### config.mk
export PLATFORM = sky130hd
export DESIGN_NAME = pwm_duty_gen_flat
export DESIGN_NICKNAME = d
export VERILOG_FILES = /design/src/rtl/pwm_duty_gen_if.sv /design/src/rtl/pwm_duty_gen.sv /design/src/flat_wrapper.sv
export SDC_FILE = /design/constraint.sdc
export NUM_CORES = 1
export LEC_CHECK = 0
export CORE_MARGIN = 2
export CORE_UTILIZATION = 40
export CTS_CLUSTER_SIZE = 14
export DETAILED_ROUTE_END_ITERATION = 16
export MAX_ROUTING_LAYER = met4
export PLACE_DENSITY = 0.65
export SYNTH_ARGS = -nofsm -noshare
export SYNTH_HDL_FRONTEND = slang
export SYNTH_SLANG_ARGS = --single-unit
### constraint.sdc
create_clock -name Clock -period 6.4 [get_ports Clock]
set_input_delay 1.28 -clock Clock [delete_from_list [all_inputs] [get_ports Clock]]
set_output_delay 1.28 -clock Clock [all_outputs]
set_load 0.02 [all_outputs]
### src/rtl/pwm_duty_gen_if.sv
// pwm_duty_gen_if: control inputs and PWM status outputs of pwm_duty_gen
interface pwm_duty_gen_if;
  logic       Enable;
  logic [7:0] Prescale;
  logic [7:0] DutyIn;
  logic       PwmOut;
  logic       PeriodStart;
  logic [7:0] DutyApplied;
  modport master (output Enable, Prescale, DutyIn, input PwmOut, PeriodStart, DutyApplied);
  modport slave (input Enable, Prescale, DutyIn, output PwmOut, PeriodStart, DutyApplied);
endinterface

### src/rtl/pwm_duty_gen.sv
// pwm_duty_gen: prescaled 8-bit PWM with duty shadowed at each period wrap; PWM_DUTY_GEN_SLEW_EN steps duty by 1 per wrap
module pwm_duty_gen #(
  parameter int POLARITY = 1
) (
  input logic Clock,
  input logic Resetn,
  pwm_duty_gen_if.slave bus
);
  typedef enum logic {IDLE, RUN} state_t;
  localparam logic ACT = (POLARITY != 0);
  state_t state;
  logic [7:0] pre_q, pre_d, cnt_q, cnt_d, duty_q, duty_d, slew;
  logic pwm_q, pwm_d, ps_q, ps_d, tick, wrap;
`ifdef PWM_DUTY_GEN_SLEW_EN
  assign slew = duty_q < bus.DutyIn ? duty_q + 8'd1 : duty_q > bus.DutyIn ? duty_q - 8'd1 : duty_q;
`else
  assign slew = bus.DutyIn;
`endif
  // Enable selects the state whose actions this edge performs, so a drop or raise acts on the very next edge
  always_comb begin
    state = bus.Enable ? RUN : IDLE;
    tick = (state == RUN) && (pre_q >= bus.Prescale);
    wrap = tick && (cnt_q == 8'hff);
    pre_d = (state == IDLE || tick) ? 8'd0 : pre_q + 8'd1;
    cnt_d = (state == IDLE) ? 8'd0 : cnt_q + {7'd0, tick};
    duty_d = (state == IDLE) ? bus.DutyIn : wrap ? slew : duty_q;
    ps_d = wrap;
    pwm_d = (state == RUN && cnt_q < duty_q) ? ACT : ~ACT;
  end
  always_ff @(posedge Clock or negedge Resetn) begin
    if (!Resetn) begin
      pre_q <= 8'd0;
      cnt_q <= 8'd0;
      duty_q <= 8'd0;
      ps_q <= 1'b0;
      pwm_q <= ~ACT;
    end else begin
      pre_q <= pre_d;
      cnt_q <= cnt_d;
      duty_q <= duty_d;
      ps_q <= ps_d;
      pwm_q <= pwm_d;
    end
  end
  assign bus.PwmOut = pwm_q;
  assign bus.PeriodStart = ps_q;
  assign bus.DutyApplied = duty_q;
endmodule

### src/flat_wrapper.sv
// flat-port wrapper written by rule: the top's interface ports become plain ports
module pwm_duty_gen_flat 
#(
  parameter int POLARITY = 1
)
  (Clock, Resetn, bus_Enable, bus_Prescale, bus_DutyIn, bus_PwmOut, bus_PeriodStart, bus_DutyApplied);
  pwm_duty_gen_if bus_i ();
  input logic Clock;
  input logic Resetn;
  input wire logic [$bits(bus_i.Enable)-1:0] bus_Enable;
  input wire logic [$bits(bus_i.Prescale)-1:0] bus_Prescale;
  input wire logic [$bits(bus_i.DutyIn)-1:0] bus_DutyIn;
  output wire logic [$bits(bus_i.PwmOut)-1:0] bus_PwmOut;
  output wire logic [$bits(bus_i.PeriodStart)-1:0] bus_PeriodStart;
  output wire logic [$bits(bus_i.DutyApplied)-1:0] bus_DutyApplied;
  assign bus_i.Enable = bus_Enable;
  assign bus_i.Prescale = bus_Prescale;
  assign bus_i.DutyIn = bus_DutyIn;
  assign bus_PwmOut = bus_i.PwmOut;
  assign bus_PeriodStart = bus_i.PeriodStart;
  assign bus_DutyApplied = bus_i.DutyApplied;
  pwm_duty_gen #(.POLARITY(POLARITY)) u_core (.Clock(Clock), .Resetn(Resetn), .bus(bus_i));
endmodule
==> run_results.csv, run 1 <==
group,metric,value,unit
floorplan,rows,22,
pwr,net-switching-power,97.7,uW
global_route,grt_util_all_layers,14.9,%
hold_path,worstHoldStart,"u_core.pre_q[0]$_DFF_PN0_",
pwr,combPwrFrac,20.4,%
clock_tree,cts-root-buf,"clkbuf_8",
worst_setup_path,rr_worst_depth,11,
route,postRouteAntennaNets,0,
clock_tree,clkTransAtPathRegs,0.09,ns
pwr,power.share.clock,33.8,%
finish,seqCellArea,651,sq um
placement,port_buffers,28,
worst_setup_path,crit_start,"bus_Prescale[5]",
logic_synthesis,netlist_area,1490,sq um
logic_synthesis,yosysSeqAreaShare,43.7,%
sta,skew,0.00426,ns
pwr,swShare,24.5,%
pwr,p_int,302,uW
worst_setup_path,path_class,"input pin to register",
logic_synthesis,ys.flop_type,"dfrtp_1",
route,routed_wl,2660,microns
route,first_pass_iters,4,
sta,min_period,3.50,ns
finish,multi_input_area,772,sq um
worst_setup_path,regToRegSetupSlack,3.88,ns
logic_synthesis,async_flop_share,100,%
finish,syn2layout_area_growth,27.9,%
placement,gp_congestion,0.800,
sta,finalHoldViolCount,0,
clock_tree,post_cts_buffers,0,
worst_setup_path,crit_arrival,3.66,ns
logic_synthesis,ys_ff_latch,26,
route,vias,1052,
finish,fillCellCount,346,
clock_tree,clkLatencyLatePin,0.27,ns
worst_setup_path,worst_setup_path_start_kind,"input pin",
clock_tree,clock-sinks,26,
finish,layout-drive-gt1-share,9.47,%
worst_setup_path,critPathCaptureType,"register",
clock_tree,cts_resized,0,
pwr,seqPwrFrac,45.7,%
worst_setup_path,worst-path-max-fanout,4,
route,route.detailed.drc,0,
sta,rsz0062_at_grt,"false",
floorplan,die_y,65.0,microns
clock_tree,cts_tree,"done",
pwr,power_leakage,0.000970,uW
logic_synthesis,yosys_warnings,0,
logic_synthesis,netlist_top_cells_area,"dfrtp_1 (44%), ha_1 (15%), mux2_2 (6.0%), inv_1 (4.3%), xnor2_1 (4.1%)",
finish,layout_common_cells,"clkdlybuf4s50_1 (28), dfrtp_1 (26), ha_1 (18)",
sta,slew_headroom,67.0,%
sta,whs,0.538,ns
worst_setup_path,required,6.56,ns
hold_path,worstHoldPathType,"register to register",
sta,drv_slew,0,
route,drt_iter0_markers,49,
floorplan,fp.dieW,65.0,microns
sta,finalSetupViolCount,0,
logic_synthesis,synth_cells,137,
logic_synthesis,synth_top_area_cell,"dfrtp_1",
clock_tree,numCtsBuffers,3,
finish,fin_nets,207,
pwr,ir_drop,0.0886,mV
worst_setup_path,reg2reg_from,"u_core.pre_q[0]$_DFF_PN0_",
sta,tightest_slew,0.494,ns
global_route,overflow,0,
clock_tree,clock_path_buffers,2,
floorplan,initial_core_util,41.0,%
sta,max_freq,286,MHz
sta,setup_tns,0,ns
hold_path,worstHoldPathCells,1,
placement,dp_hpwl,2110,microns
global_route,grt_start_max_net_pins,27,
worst_setup_path,reg2reg_to,"u_core.cnt_q[2]$_DFF_PN0_",
global_route,antenna_found_initial,0,
logic_synthesis,syn_nets,174,
floorplan,num_io_pins,29,
job,drv_cap,0,
logic_synthesis,ys_types,26,
finish,final_common_cell,"clkdlybuf4s50_1",
floorplan,dieArea,4230,sq um
logic_synthesis,yosys.area.top_type_share,43.7,%
sta,fin_crit_sh,54.7,%
clock_tree,cts_max_level,1,
hold_path,hold_end,"u_core.pre_q[0]$_DFF_PN0_",
pwr,powerDensity,210,nW/um^2
global_route,grt_pass1_wl,4730,microns
clock_tree,holdBufCountCts,0,
logic_synthesis,avgSynthCellArea,10.9,sq um
logic_synthesis,synth_edf_count,0,
floorplan,core-area,3630,sq um
route,wire_per_inst,12.3,microns
route,vias_per_cell,4.85,
global_route,grt_pass1_vias,1083,
outcome,run_status,"finished clean",
finish,diodes,0,
[sequential cells by signal (all words and copies together) (netlist names)]
register,cells
u_core.bus.PwmOut,1
u_core.bus.DutyApplied,8
u_core.cnt_q,8
u_core.bus.PeriodStart,1
u_core.pre_q,8
[worst max path at each step]
| stage | endpoint | cells after the start |
|---|---|---|
| 2_1_floorplan | u_core.cnt_q[4]$_DFF_PN0_ | 11 |
| 3_5_place_dp | u_core.cnt_q[2]$_DFF_PN0_ | 12 |
| 3_3_place_gp | u_core.cnt_q[4]$_DFF_PN0_ | 13 |
| 5_1_grt | u_core.cnt_q[2]$_DFF_PN0_ | 12 |
| 4_1_cts | u_core.cnt_q[4]$_DFF_PN0_ | 13 |
| 6_report | u_core.cnt_q[2]$_DFF_PN0_ | 12 |
[power groups by stage]
stage                     logic, uW  registers (uW)  clock network (uW)
after global placement         80.4             185                   0
after global routing           90.5             184                 145
after floorplan                33.9             195                   0
after CTS                      83.2             183                 138
after detailed placement       82.6             186                   0
final                          81.6             183                 135
[metrics by stage]
step | power, uW | setup slack (ns) | instance area [sq um] | utilization (%) | cells
floorplan | 229 | 3.22 | 1490 | - | 137
global placement | 266 | 2.67 | 1830 | 50.5 | 213
detailed placement | 269 | 2.62 | 1830 | 50.5 | 213
CTS | 404 | 2.90 | 1910 | 52.4 | 217
global route | 420 | 2.70 | 1910 | 52.4 | 217
finish | 399 | 2.90 | 1910 | 52.4 | 217
[logic make-up (layout without fill, tap and decap cells)]
| group | after synthesis | after routing | synth area share [%] |
|---|---|---|---|
| AOI/OAI and AO/OA | 13 | 13 | 8.48 |
| and+or+nand+nor | 42 | 42 | 15.1 |
| xor gates and xnor gates | 12 | 12 | 7.05 |
| buffers and inverters | 18 | 50 | 4.53 |
| DFF | 26 | 26 | 43.7 |
| adders and majority gates | 18 | 18 | 15.1 |
| muxes | 8 | 8 | 6.05 |
[metal layers]
| metal | wire [microns] | track usage (%) |
|---|---|---|
| met1 | 1290 | 18.8 |
| met2 | 1270 | 24.1 |
| met3 | 69 | 2.60 |
| met4 | 37 | 5.47 |
| met5 | 0 | - |
[synthesized netlist by cell type (2+ instances only)]
cell and number:
dfrtp_1 26, ha_1 18, inv_1 17, nor2_1 10
nand3_1 9, and2_1 8, mux2_2 8, xnor2_1 7
xor2_1 5, and3_1 4, nand2_1 4, a21oi_1 3
a21o_1 2, nand2b_1 2, nand4_1 2, o21a_1 2
[cell type report]
class / instances / share of cell area [%]
timing repair buffer: 29 / 15.1
multi-input combinational: 93 / 40.5
clock buffer: 3 / 2.17
inverter: 17 / 3.35
tap: 48 / 3.15
sequential: 26 / 34.1
clock inverter: 1 / 1.58
[critical path, stage by stage]
cell	delay, ns
clkdlybuf4s50_1	0.45
inv_1	0.04
ha_1	0.29
a211o_1	0.29
a21oi_1	0.26
o31ai_1	0.12
nand2_1	0.10
inv_1	0.06
ha_1	0.23
ha_1	0.24
xor2_1	0.15
and2_1	0.16
(Power assumes the default switching activity.)
==> inputs of run 2 (changes only) <==
PLACE_DENSITY = 0.68   (was 0.65)
clock period = 3.01 ns   (was 6.4 ns; I/O delays follow)
==> run 2 against run 1 <==
Cell count is 1.8% higher. Critical path type unchanged. Die area stayed put. Via count is 2.0% higher. Combinational power is 120% higher. Hold slack worse by 0.010 ns. Highest routed layer unchanged. Sequential power is 110% higher. Critical path depth is 1 higher. Flip-flop and latch count stayed put. Sequential share of layout area is 0.13 points lower.
==> run_results.csv, run 2 (synthesis gave the netlist of run 1 again) <==
group,metric,value,unit
clock_tree,cts_resized,0,
clock_tree,numCtsBuffers,3,
global_route,overflow,0,
finish,layout_common_cells,"clkdlybuf4s50_1 (28), dfrtp_1 (26), ha_1 (18)",
route,wl_met1,1340,microns
finish,final_common_cell,"clkdlybuf4s50_1",
route,vias,1073,
worst_setup_path,reg2reg_to,"u_core.cnt_q[4]$_DFF_PN0_",
finish,post-route-util,52.7,%
floorplan,num_io_pins,29,
route,postRouteAntennaNets,0,
pwr,powerDensity,398,nW/um^2
placement,gp_congestion,0.805,
clock_tree,clkLatencyLatePin,0.27,ns
clock_tree,cts_tree,"done",
clock_tree,post_cts_buffers,0,
sta,rsz0062_at_grt,"false",
worst_setup_path,regToRegSetupSlack,0.55,ns
placement,pre_cts_slack,-0.116,ns
route,routed.top_layer,"met4",
worst_setup_path,crit_arrival,3.02,ns
worst_setup_path,path_class,"input pin to register",
worst_setup_path,path_common_cell,"ha_1",
global_route,grt_pass1_vias,1132,
clock_tree,holdBufCountCts,0,
global_route,grt_pass1_wl,5290,microns
sta,finalSetupViolCount,0,
sta,finalHoldViolCount,0,
finish,syn2layout_area_growth,28.4,%
global_route,grt_start_max_net_pins,27,
sta,setup_tns,0,ns
worst_setup_path,worst-path-max-fanout,3,
worst_setup_path,crit_slowest_cell,"clkdlybuf4s50_1",
floorplan,dieArea,4230,sq um
hold_path,hold_end,"u_core.pre_q[0]$_DFF_PN0_",
worst_setup_path,required,3.17,ns
route,route.detailed.drc,0,
finish,diodes,0,
route,vias_per_cell,4.86,
placement,dp_hpwl,2320,microns
route,first_pass_iters,4,
sta,max_freq,351,MHz
worst_setup_path,critPathCaptureType,"register",
worst_setup_path,slowest_delay,0.46,ns
clock_tree,clkTransAtPathRegs,0.09,ns
outcome,run_status,"finished clean",
route,drt_iter0_markers,24,
pwr,finalPower,762,uW
sta,slew_headroom,78.0,%
floorplan,initial_core_util,41.0,%
clock_tree,cts_max_level,1,
placement,port_buffers,28,
worst_setup_path,reg2reg_from,"u_core.pre_q[5]$_DFF_PN0_",
sta,min_period,2.85,ns
floorplan,core-area,3630,sq um
sta,skew,0.00459,ns
route,routed_wl,2950,microns
clock_tree,cts-root-buf,"clkbuf_8",
floorplan,fp.dieW,65.0,microns
hold_path,worstHoldPathCells,1,
floorplan,rows,22,
pwr,ir_drop,0.223,mV
worst_setup_path,path_cells,"clkdlybuf4s50_1 > inv_1 > ha_1 > a211o_1 > a21oi_1 > o31ai_1 > nand2_1 > inv_1 > ha_1 > ha_1 > nand3_1 > xnor2_1 > and2_1",
sta,tightest_slew,0.329,ns
sta,fin_crit_sh,94.8,%
finish,layout-drive-gt1-share,11.6,%
floorplan,die_y,65.0,microns
sta,drv_slew,0,
global_route,grt_util_all_layers,16.5,%
route,wl_met2,1470,microns
sta,setup_slack,0.158,ns
route,wl_met3,81,microns
hold_path,worstHoldPathType,"register to register",
worst_setup_path,rr_worst_depth,11,
job,drv_cap,0,
finish,fin_nets,212,
clock_tree,clock-sinks,26,
sta,whs,0.527,ns
hold_path,worstHoldStart,"u_core.pre_q[0]$_DFF_PN0_",
clock_tree,clock_path_buffers,2,
route,wire_per_inst,13.3,microns
pwr,power_leakage,0.000980,uW
global_route,antenna_found_initial,0,
worst_setup_path,worst_setup_path_start_kind,"input pin",
==> run 2: metal layers <==
layer / global-route usage [%] / up-vias
met4: 5.47 / 0
met1: 22.2 / 517
met3: 2.08 / 4
li1: - / 533
met2: 26.2 / 19
met5: - / -
==> run 2: cell type report <==
class | count | area [sq um]
Clock buffer | 3 | 41.3
Fill cell | 367 | 1720
Inverter | 17 | 63.8
Multi-Input combinational cell | 93 | 772
Sequential cell | 26 | 651
Tap cell | 48 | 60.1
Timing Repair Buffer | 34 | 325
==> run 2: per-stage QoR <==
step / instance area, sq um / instances
final: 1910 / 221
after global routing: 1910 / 221
after CTS: 1910 / 221
after detailed placement: 1870 / 218
after global placement: 1870 / 218
after floorplan: 1490 / 137
==> run 2: power by group <==
| part | switching [uW] | internal (uW) |
|---|---|---|
| sequential | 17.4 | 370 |
| clock | 104 | 89.6 |
| combinational | 82.5 | 98.6 |
==> run 2: how the worst max path moves through the flow <==
| stage | slack [ns] | cells past startpoint | from | endpoint |
|---|---|---|---|---|
| 2_1_floorplan | 0.51 | 11 | bus_Prescale[0] | u_core.cnt_q[4]$_DFF_PN0_ |
| 3_3_place_gp | 0.001 | 13 | bus_Prescale[5] | u_core.cnt_q[4]$_DFF_PN0_ |
| 3_5_place_dp | -0.12 | 13 | bus_Prescale[5] | u_core.cnt_q[4]$_DFF_PN0_ |
| 4_1_cts | 0.17 | 13 | bus_Prescale[5] | u_core.cnt_q[4]$_DFF_PN0_ |
| 5_1_grt | 0.02 | 13 | bus_Prescale[5] | u_core.cnt_q[4]$_DFF_PN0_ |
| 6_report | 0.16 | 13 | bus_Prescale[5] | u_core.cnt_q[4]$_DFF_PN0_ |
==> run 2: worst max-delay path: cells and delay by family <==
family / cells / cell delay [ns]
and+or+nand+nor: 3 / 0.36
xor gates and xnor gates: 1 / 0.06
buffers and inverters: 3 / 0.55
adders and majority gates: 3 / 0.73
AOI/OAI and AO/OA: 3 / 0.72
==> inputs of run 3 (changes only) <==
HOLD_SLACK_MARGIN = 0.05   (was default)
==> results of run 3 <==
No change in the layout: final DEF, timing and power equal those of run 2.
